`src/rtl/mem_bus_arbiter_pkg.sv`:
```
// Shared encodings for the fetch/data memory bus arbiter.
package mem_bus_arbiter_pkg;

  typedef enum logic [1:0] {
    ST_IDLE  = 2'd0,
    ST_BUS_D = 2'd1,
    ST_BUS_I = 2'd2,
    ST_DRAIN = 2'd3
  } arb_state_e;

  // Reused from the core's common defines
  localparam logic ChipEnable  = 1'b1;
  localparam logic WriteEnable = 1'b1;

  localparam logic [3:0]  SelAll      = 4'hF;
  localparam int unsigned StallIfBit  = 1;
  localparam int unsigned StallMemBit = 4;

endpackage

```
`src/rtl/mem_bus_arbiter.sv`:
```
// Shares one req/ack memory bus between the fetch and data ports, raising
// per-port stall requests and draining bus cycles orphaned by a flush.
module mem_bus_arbiter
  import mem_bus_arbiter_pkg::*;
#(
  parameter int unsigned ADDR_W = 32,
  parameter int unsigned DATA_W = 32
) (
  input  logic              clk,
  input  logic              rst,
  input  logic [5:0]        stall_i,
  input  logic              flush_i,
  input  logic              if_ce_i,
  input  logic [ADDR_W-1:0] if_addr_i,
  output logic [DATA_W-1:0] if_data_o,
  output logic              if_stallreq_o,
  input  logic              d_ce_i,
  input  logic              d_we_i,
  input  logic [3:0]        d_sel_i,
  input  logic [ADDR_W-1:0] d_addr_i,
  input  logic [DATA_W-1:0] d_wdata_i,
  output logic [DATA_W-1:0] d_rdata_o,
  output logic              d_stallreq_o,
  output logic              bus_req_o,
  output logic              bus_we_o,
  output logic [3:0]        bus_sel_o,
  output logic [ADDR_W-1:0] bus_addr_o,
  output logic [DATA_W-1:0] bus_wdata_o,
  input  logic [DATA_W-1:0] bus_rdata_i,
  input  logic              bus_ack_i
);

  arb_state_e        state_q, state_d;
  logic              bus_req_q, bus_req_d;
  logic              bus_we_q, bus_we_d;
  logic [3:0]        bus_sel_q, bus_sel_d;
  logic [ADDR_W-1:0] bus_addr_q, bus_addr_d;
  logic [DATA_W-1:0] bus_wdata_q, bus_wdata_d;
  logic              d_done_q, d_done_d;
  logic              i_done_q, i_done_d;
  logic [DATA_W-1:0] d_hold_q, d_hold_d;
  logic [DATA_W-1:0] i_hold_q, i_hold_d;
  logic              d_set_c, i_set_c;
  logic              d_ack_c, i_ack_c, drain_c;
  logic              unused_stall_c;

  assign unused_stall_c = ^{stall_i[5], stall_i[3:2], stall_i[0]};

  always_ff @(posedge clk or posedge rst) begin
    if (rst) begin
      state_q     <= ST_IDLE;
      bus_req_q   <= 1'b0;
      bus_we_q    <= 1'b0;
      bus_sel_q   <= '0;
      bus_addr_q  <= '0;
      bus_wdata_q <= '0;
      d_done_q    <= 1'b0;
      i_done_q    <= 1'b0;
      d_hold_q    <= '0;
      i_hold_q    <= '0;
    end else begin
      state_q     <= state_d;
      bus_req_q   <= bus_req_d;
      bus_we_q    <= bus_we_d;
      bus_sel_q   <= bus_sel_d;
      bus_addr_q  <= bus_addr_d;
      bus_wdata_q <= bus_wdata_d;
      d_done_q    <= d_done_d;
      i_done_q    <= i_done_d;
      d_hold_q    <= d_hold_d;
      i_hold_q    <= i_hold_d;
    end
  end

  // Next state, bus latching and completion bookkeeping
  always_comb begin
    state_d     = state_q;
    bus_req_d   = bus_req_q;
    bus_we_d    = bus_we_q;
    bus_sel_d   = bus_sel_q;
    bus_addr_d  = bus_addr_q;
    bus_wdata_d = bus_wdata_q;
    d_hold_d    = d_hold_q;
    i_hold_d    = i_hold_q;
    d_set_c     = 1'b0;
    i_set_c     = 1'b0;

    case (state_q)
      ST_IDLE: begin
        if (d_ce_i == ChipEnable && !d_done_q) begin
          state_d     = ST_BUS_D;
          bus_req_d   = 1'b1;
          bus_we_d    = d_we_i;
          bus_sel_d   = d_sel_i;
          bus_addr_d  = d_addr_i;
          bus_wdata_d = d_wdata_i;
        end else if (if_ce_i == ChipEnable && !i_done_q) begin
          state_d     = ST_BUS_I;
          bus_req_d   = 1'b1;
          bus_we_d    = ~WriteEnable;
          bus_sel_d   = SelAll;
          bus_addr_d  = if_addr_i;
          bus_wdata_d = '0;
        end
      end
      ST_BUS_D: begin
        if (bus_ack_i) begin
          state_d   = ST_IDLE;
          bus_req_d = 1'b0;
          if (!flush_i) begin
            d_set_c  = 1'b1;
            d_hold_d = bus_rdata_i;
          end
        end else if (flush_i) begin
          state_d = ST_DRAIN;
        end
      end
      ST_BUS_I: begin
        if (bus_ack_i) begin
          state_d   = ST_IDLE;
          bus_req_d = 1'b0;
          if (!flush_i) begin
            i_set_c  = 1'b1;
            i_hold_d = bus_rdata_i;
          end
        end else if (flush_i) begin
          state_d = ST_DRAIN;
        end
      end
      ST_DRAIN: begin
        // Orphaned cycle: wait out the slave, then drop its data
        if (bus_ack_i) begin
          state_d   = ST_IDLE;
          bus_req_d = 1'b0;
        end
      end
      default: begin
        state_d   = ST_IDLE;
        bus_req_d = 1'b0;
      end
    endcase

    // A clear at the same edge as a set wins
    d_done_d = (d_done_q | d_set_c) & stall_i[StallMemBit] & ~flush_i;
    i_done_d = (i_done_q | i_set_c) & stall_i[StallIfBit] & ~flush_i;
  end

  assign d_ack_c = (state_q == ST_BUS_D) & bus_ack_i;
  assign i_ack_c = (state_q == ST_BUS_I) & bus_ack_i;
  assign drain_c = (state_q == ST_DRAIN);

  // Port-side results are combinational so a completing ack releases the stall in its own cycle
  assign d_stallreq_o  = ~rst & d_ce_i  & (drain_c | (~d_done_q & ~d_ack_c));
  assign if_stallreq_o = ~rst & if_ce_i & (drain_c | (~i_done_q & ~i_ack_c));
  assign d_rdata_o     = rst ? '0 : (d_done_q ? d_hold_q : bus_rdata_i);
  assign if_data_o     = rst ? '0 : (i_done_q ? i_hold_q : bus_rdata_i);

  assign bus_req_o   = bus_req_q;
  assign bus_we_o    = bus_we_q;
  assign bus_sel_o   = bus_sel_q;
  assign bus_addr_o  = bus_addr_q;
  assign bus_wdata_o = bus_wdata_q;

endmodule

```
`config.mk`:
```
export PLATFORM = sky130hd
export DESIGN_NAME = mem_bus_arbiter
export DESIGN_NICKNAME = d
export VERILOG_FILES = /design/src/rtl/mem_bus_arbiter_pkg.sv /design/src/rtl/mem_bus_arbiter.sv
export SDC_FILE = /design/constraint.sdc
export NUM_CORES = 1
export LEC_CHECK = 0
export ABC_AREA = 1
export ABC_CLOCK_PERIOD_IN_PS = 9400
export BUFFER_PORTS_ARGS = -buffer_cell sky130_fd_sc_hd__buf_2
export CAP_MARGIN = 10
export CORE_UTILIZATION = 46
export DETAILED_ROUTE_END_ITERATION = 7
export PLACE_DENSITY = 0.77
export SLEW_MARGIN = 20
export SYNTH_ARGS = -nofsm -noshare
export SYNTH_HDL_FRONTEND = slang
export SYNTH_SLANG_ARGS = --single-unit
```
`constraint.sdc`:
```
create_clock -name clk -period 9.4 [get_ports clk]
set_input_delay 1.88 -clock clk [delete_from_list [all_inputs] [get_ports clk]]
set_output_delay 1.88 -clock clk [all_outputs]
set_load 0.01 [all_outputs]
```
==> results.toml, run 1 <==
[outcome]
run_status = "complete, no violations"

[setup_path]
max_stage_delay_ns = 0.63
critPathSlowestCell = "inv_6"
cpLargestDelayFamily = "buffers and inverters"
cp_max_fo = 140
cp.required_ns = 7.52
worstSetupPathType = "in -> out"
worstPathArrival_ns = 3.36
crit_top_cell = "buf_2"
path_buf_inv = 3
crit_path_end_kind = "primary output"
path_cells = "buf_2 -> inv_6 -> o21ai_0 -> a21oi_1 -> buf_2"
start_kind = "input port"

[logic_synthesis]
yosysMostFrequentCell = "nand2_1"
synth_edf_count = 0
async_flop_share_pct = 100
ys_ff_latch = 138
synth_ff_type = "dfrtp_1"
yosys_warnings = 0
seq_area_frac_synth_pct = 52.0
synth_top_area_cell = "dfrtp_1"
synth_area_um2 = 6640
synth_cells = 843
synthTopCellsByCount = "nand2_1 (313), dfrtp_1 (138), o21ai_0 (119), nand3_1 (68), a21oi_1 (66)"
synth_cell_types = 19
syn_area_per_cell_um2 = 7.87
syn-num-nets = 993
yosys-top-cells-area = "dfrtp_1 (52%), nand2_1 (18%), o21ai_0 (9.0%), nand3_1 (5.1%), a21oi_1 (5.0%)"
synth_top_area_share_pct = 52.0

[power_and_ir_drop]
ir_drop_uv = 120
p_leak_nw = 4.89
switching_share_pct = 35.2
p_comb_share_pct = 32.0
power_density_nw_per_um2 = 295
p_clk_share_pct = 28.4
p_int_w = 0.00164
power_w = 0.00253
p_seq_share_pct = 39.6
power.switching_w = 0.000891

[grt]
grt_use_total_pct = 23.8
grt_overflow = 0
grt_pass1_vias = 5622
grt_max_degree = 141
antenna_found_initial = 0
grt_first_pass_wirelength_um = 27500

[final_layout]
areaGrowthSynthToFinish_pct = 29.4
drive_gt1_share_pct = 29.4
antenna_cells = 0
final_nets = 1231
final_core_util_pct = 61.4

[timing]
tightest_slew_ns = 0.991
maxSlewViolCount = 0
final-hold-violation-count = 0
relSlewSlack_pct = 33.9
max_freq_ghz = 0.191
min_period_ns = 5.24
finalWorstSetupSlack_ns = 4.16
timing.final.crit_share_pct = 55.7
setup_violations = 0
skew_ns = 0.00556
tns_ns = 0
grt_setup_unrepaired = "no"

[floorplanning]
die_w_um = 122
die_area_um2 = 14900
die_h_um = 122
core_area_um2 = 14000
ios = 281
rows = 43
initial_utilization_pct = 47.5

[worst_hold_path]
hp-class = "reg -> reg"

[cts]
cts_max_path_buffers = 2
cts_tree = "yes"
cts_hold_buf = 0
root_buffer = "clkbuf_16"
cts_setup_buffers = 0
numClockSinks = 138
clkTransAtPathRegs_ns = 0.06
htreeDepth = 4
cts-buffers-inserted = 17
cts_resized = 0
worstSkewPairLatency_ns = 0.41

[drt]
wirelength_um = 17700
num_vias = 6512
via_per_inst = 5.11
drt_pre_antenna_iters = 5
routedWlPerCell_um = 13.9
drc_errors = 0
drtIter0Drc = 332
ant_nets = 0

[placement]
dp_hpwl_um = 11700
place.gp.congestion = 0.790
pre_cts_ws_ns = 4.16
port_buffers = 276

[flow_run]
drv_cap = 0
-- logic make-up after synthesis --
group | Yosys count | synth area share, %
AOI/OAI and AO/OA | 200 | 15.1
adders and majority gates | 5 | 0.943
buffers and inverters | 104 | 7.54
DFF | 138 | 52.0
and+or+nand+nor | 396 | 24.4
-- tightest hold or removal path: stages (launching register included) --
cell and delay (ns):
dfrtp_1 0.34, nand2_1 0.05, nand2_1 0.05
-- registers in the layout, summed over array words and instances, names as in the netlist --
name,count
bus_sel_o,4
i_hold_q,32
d_hold_q,32
bus_req_o,1
i_done_q,1
bus_wdata_o,32
d_done_q,1
state_q,2
bus_addr_o,32
bus_we_o,1
-- final cells by class --
cell class                      count  area, um^2
Fill cell                        1273        5400
Inverter                           42         163
Multi-Input combinational cell    601        2680
Timing Repair Buffer              281        1420
Sequential cell                   138        3450
Clock buffer                       22         484
Clock inverter                     10         163
Tap cell                          180         225
-- power groups by stage --
stage / Combinational (W) / Clock, W / Sequential [W]
floorplan: 0.000476 / 0 / 0.00105
global placement: 0.000797 / 0 / 0.000994
detailed placement: 0.000818 / 0 / 0.00100
CTS: 0.000821 / 0.000732 / 0.00100
global route: 0.000922 / 0.000763 / 0.00104
finish: 0.000810 / 0.000719 / 0.00100
-- final timing paths --
kind	from	end	slack, ns	cells past startpoint
max	rst	d_rdata_o[10]	4.16	5
min	bus_wdata_o[23]	bus_wdata_o[23]	0.47	2
max reg2reg	d_done_q	bus_sel_o[1]	6.05	7
min reg2reg	bus_wdata_o[23]	bus_wdata_o[23]	0.47	2
max in group asynchronous	rst	bus_addr_o[10]	6.37	3
min in group asynchronous	rst	d_hold_q[2]	1.68	2
-- cell usage in the layout, fill, tap and decap left out --
cell        Yosys  final
inv_1          40     39
clkinvlp_4      0      2
clkbuf_1       20      1
ha_1            5      5
clkbuf_8        0      4
clkbuf_16       0     17
nor2_4          1      1
buf_2          25    276
clkinv_2        0      2
o21ai_1        15     15
nand3_2         3      3
inv_2           2      2
clkinv_4        0      1
nand2_4         3      3
nor2_1          8      8
o21ai_0       119    119
nand2_1       313    313
buf_4          12      5
bufinv_16       0      4
a21oi_1        66     66
dfrtp_1       138    138
inv_6           0      2
nand3_1        68     68
-- routing by layer --
layer | vias to the layer above | global-route usage, % | share of wire, %
li1 | 3209 | - | -
met1 | 3045 | 30.1 | 43
met2 | 231 | 38.7 | 49
met3 | 27 | 5.95 | 6.2
met4 | 0 | 10.2 | 2.1
met5 | - | 0 | 0
-- metrics by stage --
stage | hold slack [ns] | cells | area (um^2)
finish | 0.467 | 1274 | 8590
global route | 0.490 | 1274 | 8590
CTS | 0.469 | 1274 | 8590
detailed placement | 0.454 | 1242 | 7940
global placement | 0.450 | 1242 | 7940
floorplan | 0.448 | 843 | 6640
Note: power is estimated with default switching activity, not from simulation.
==> run 2: changes to the inputs <==
Settings changed: ABC_AREA 1 to 0, ABC_CLOCK_PERIOD_IN_PS 9400 to 4600, CORE_UTILIZATION 46 to 43, PLACE_DENSITY 0.77 to 0.76.
Clock period 9.4 ns to 4.6 ns, I/O delays scaled along.
==> run 2 against run 1 <==
Compared with the run above: total power grew 100%; critical path depth shrank 1; worst hold slack gained 0.030 ns; utilization shrank 3.4 points; register-to-register slack lost 4.1 ns; critical path type unchanged; critical endpoint is now d_stallreq_o; largest cell class unchanged.
==> results.toml, run 2 <==
[outcome]
run_status = "complete, no violations"

[placement]
port_buffers = 276
dp_hpwl_um = 10500
place.gp.congestion = 0.770
dp_cells = 996

[drt]
drc_errors = 0
via_per_inst = 5.01
num_vias = 5142
drtIter0Drc = 232
wirelength_um = 15200
ant_nets = 0
drt_pre_antenna_iters = 4
routedWlPerCell_um = 14.8

[cts]
clkTransAtPathRegs_ns = 0.06
cts_resized = 0
cts_hold_buf = 0
cts_max_path_buffers = 2
worstSkewPairLatency_ns = 0.41
root_buffer = "clkbuf_16"
numClockSinks = 138
htreeDepth = 4
cts-buffers-inserted = 17
cts_setup_buffers = 0
cts_tree = "yes"

[logic_synthesis]
yosys-top-cells-area = "dfrtp_1 (54%), mux2_2 (11%), mux2i_1 (10%), nor2_1 (5.6%), a22o_1 (4.6%)"
yosysMostFrequentCell = "dfrtp_1"
synth_edf_count = 0
synth_top_area_share_pct = 53.7
yosys_warnings = 0
ys_ff_latch = 138
synth_cell_types = 26
synth_cells = 573
synthTopCellsByCount = "dfrtp_1 (138), nor2_1 (96), mux2i_1 (66), nand2_1 (66), mux2_2 (64)"
synth_area_um2 = 6430
async_flop_share_pct = 100
synth_ff_type = "dfrtp_1"
synth_top_area_cell = "dfrtp_1"
seq_area_frac_synth_pct = 53.7
syn_area_per_cell_um2 = 11.2
syn-num-nets = 723

[timing]
timing.final.crit_share_pct = 67.3
setup_violations = 0
tns_ns = 0
relSlewSlack_pct = 29.4
maxSlewViolCount = 0
tightest_slew_ns = 1.06
holdWs_ns = 0.496
max_freq_ghz = 0.323
min_period_ns = 3.10
final-hold-violation-count = 0
grt_setup_unrepaired = "no"
skew_ns = 0.00895

[final_layout]
drive_gt1_share_pct = 45.7
fill_cells = 1294
final_core_util_pct = 58.0
areaGrowthSynthToFinish_pct = 31.6
final_common_cell = "buf_2"
antenna_cells = 0
final_cell_mix = "buf_2 (276), dfrtp_1 (136), nor2_1 (96), mux2i_1 (66), nand2_1 (66)"
fin_cells = 1026
final_nets = 981

[power_and_ir_drop]
p_leak_nw = 4.16
power.switching_w = 0.00164
switching_share_pct = 32.1
power_w = 0.00512
p_comb_share_pct = 32.6
p_seq_share_pct = 41.3
power_density_nw_per_um2 = 604
ir_drop_uv = 302
p_clk_share_pct = 26.1
p_int_w = 0.00347

[floorplanning]
ios = 281
initial_utilization_pct = 44.1
core_area_um2 = 14600
die_w_um = 124
die_h_um = 124
die_area_um2 = 15500
rows = 44

[grt]
grt_use_total_pct = 20.1
grt_overflow = 0
antenna_found_initial = 0
grt_pass1_vias = 5041
grt_max_degree = 85
grt_first_pass_wirelength_um = 24900

[setup_path]
cp_max_fo = 42
path_cells = "buf_2 -> clkinvlp_4 -> o211a_1 -> buf_2"
crit_top_cell = "buf_2"
worstPathArrival_ns = 2.18
crit_path_end_kind = "primary output"
critPathSlowestCell = "buf_2"
start_kind = "input port"
path_buf_inv = 3
cp.required_ns = 3.68
cpLargestDelayFamily = "buffers and inverters"
max_stage_delay_ns = 0.63
worstSetupPathType = "in -> out"

[worst_hold_path]
hp-class = "reg -> reg"

[flow_run]
drv_cap = 0
[run 2: cell types whose count changed in the layout (fill, tap and decap cells not counted), sizes merged, moves of 3 or more]
cell,change
nor2,+87
o22a,+4
a22o,+34
nor3b,+3
a31oi,+32
nand3,-68
inv,-39
mux2i,+66
nand2,-250
o21ai,-133
mux2,+64
a21oi,-61
[run 2: worst paths after layout]
| path | slack (ns) | cells after the start | end | from |
|---|---|---|---|---|
| worst max register to register | 1.93 | 5 | bus_addr_o[8] | d_done_q |
| worst min register to register | 0.50 | 1 | bus_wdata_o[11] | bus_wdata_o[11] |
| min in group asynchronous | 1.17 | 3 | bus_addr_o[28] | rst |
| max in group asynchronous | 2.86 | 3 | bus_wdata_o[8] | rst |
| worst max-delay path | 1.50 | 4 | d_stallreq_o | rst |
| worst min-delay path | 0.50 | 1 | bus_wdata_o[11] | bus_wdata_o[11] |
[run 2: per-layer routing]
metal	up-vias	share of wire [%]	global-route usage [%]	routed length, um
li1	2511	-	-	-
met1	2438	43	24.6	6470
met2	172	50	33.8	7540
met3	21	5.9	5.28	889
met4	0	1.8	7.73	269
met5	-	0	0	0
[run 2: area by class of cell]
cell class                      count  area [um^2]  area share [%]
Clock buffer                       20          467            5.51
Clock inverter                     10          119            1.40
Inverter                            4         18.8           0.222
Multi-Input combinational cell    387         2740            32.3
Sequential cell                   138         3460            40.8
Tap cell                          184          230            2.72
Timing Repair Buffer              283         1440            17.0
[run 2: cell families after synthesis]
kind of cell    share of synthesized area [%]
simple gates                             10.5
compound gates                           9.39
mux                                      21.5
fa+ha+maj                               0.972
buf+inv                                  3.95
flops                                    53.7
[run 2: per-stage QoR]
step / cell area (um^2) / setup slack (ns)
2_1_floorplan: 6440 / 0.0397
3_3_place_gp: 7880 / 1.52
3_5_place_dp: 7880 / 1.51
4_1_cts: 8460 / 1.50
5_1_grt: 8470 / 1.36
6_report: 8470 / 1.50
[run 2: power groups by stage]
stage	sequential, W	clock (W)	combinational [W]
after global routing	0.00219	0.00143	0.00185
final	0.00211	0.00134	0.00167
after CTS	0.00211	0.00137	0.00169
after global placement	0.00210	0	0.00165
after detailed placement	0.00212	0	0.00170
after floorplan	0.00219	0	0.00104
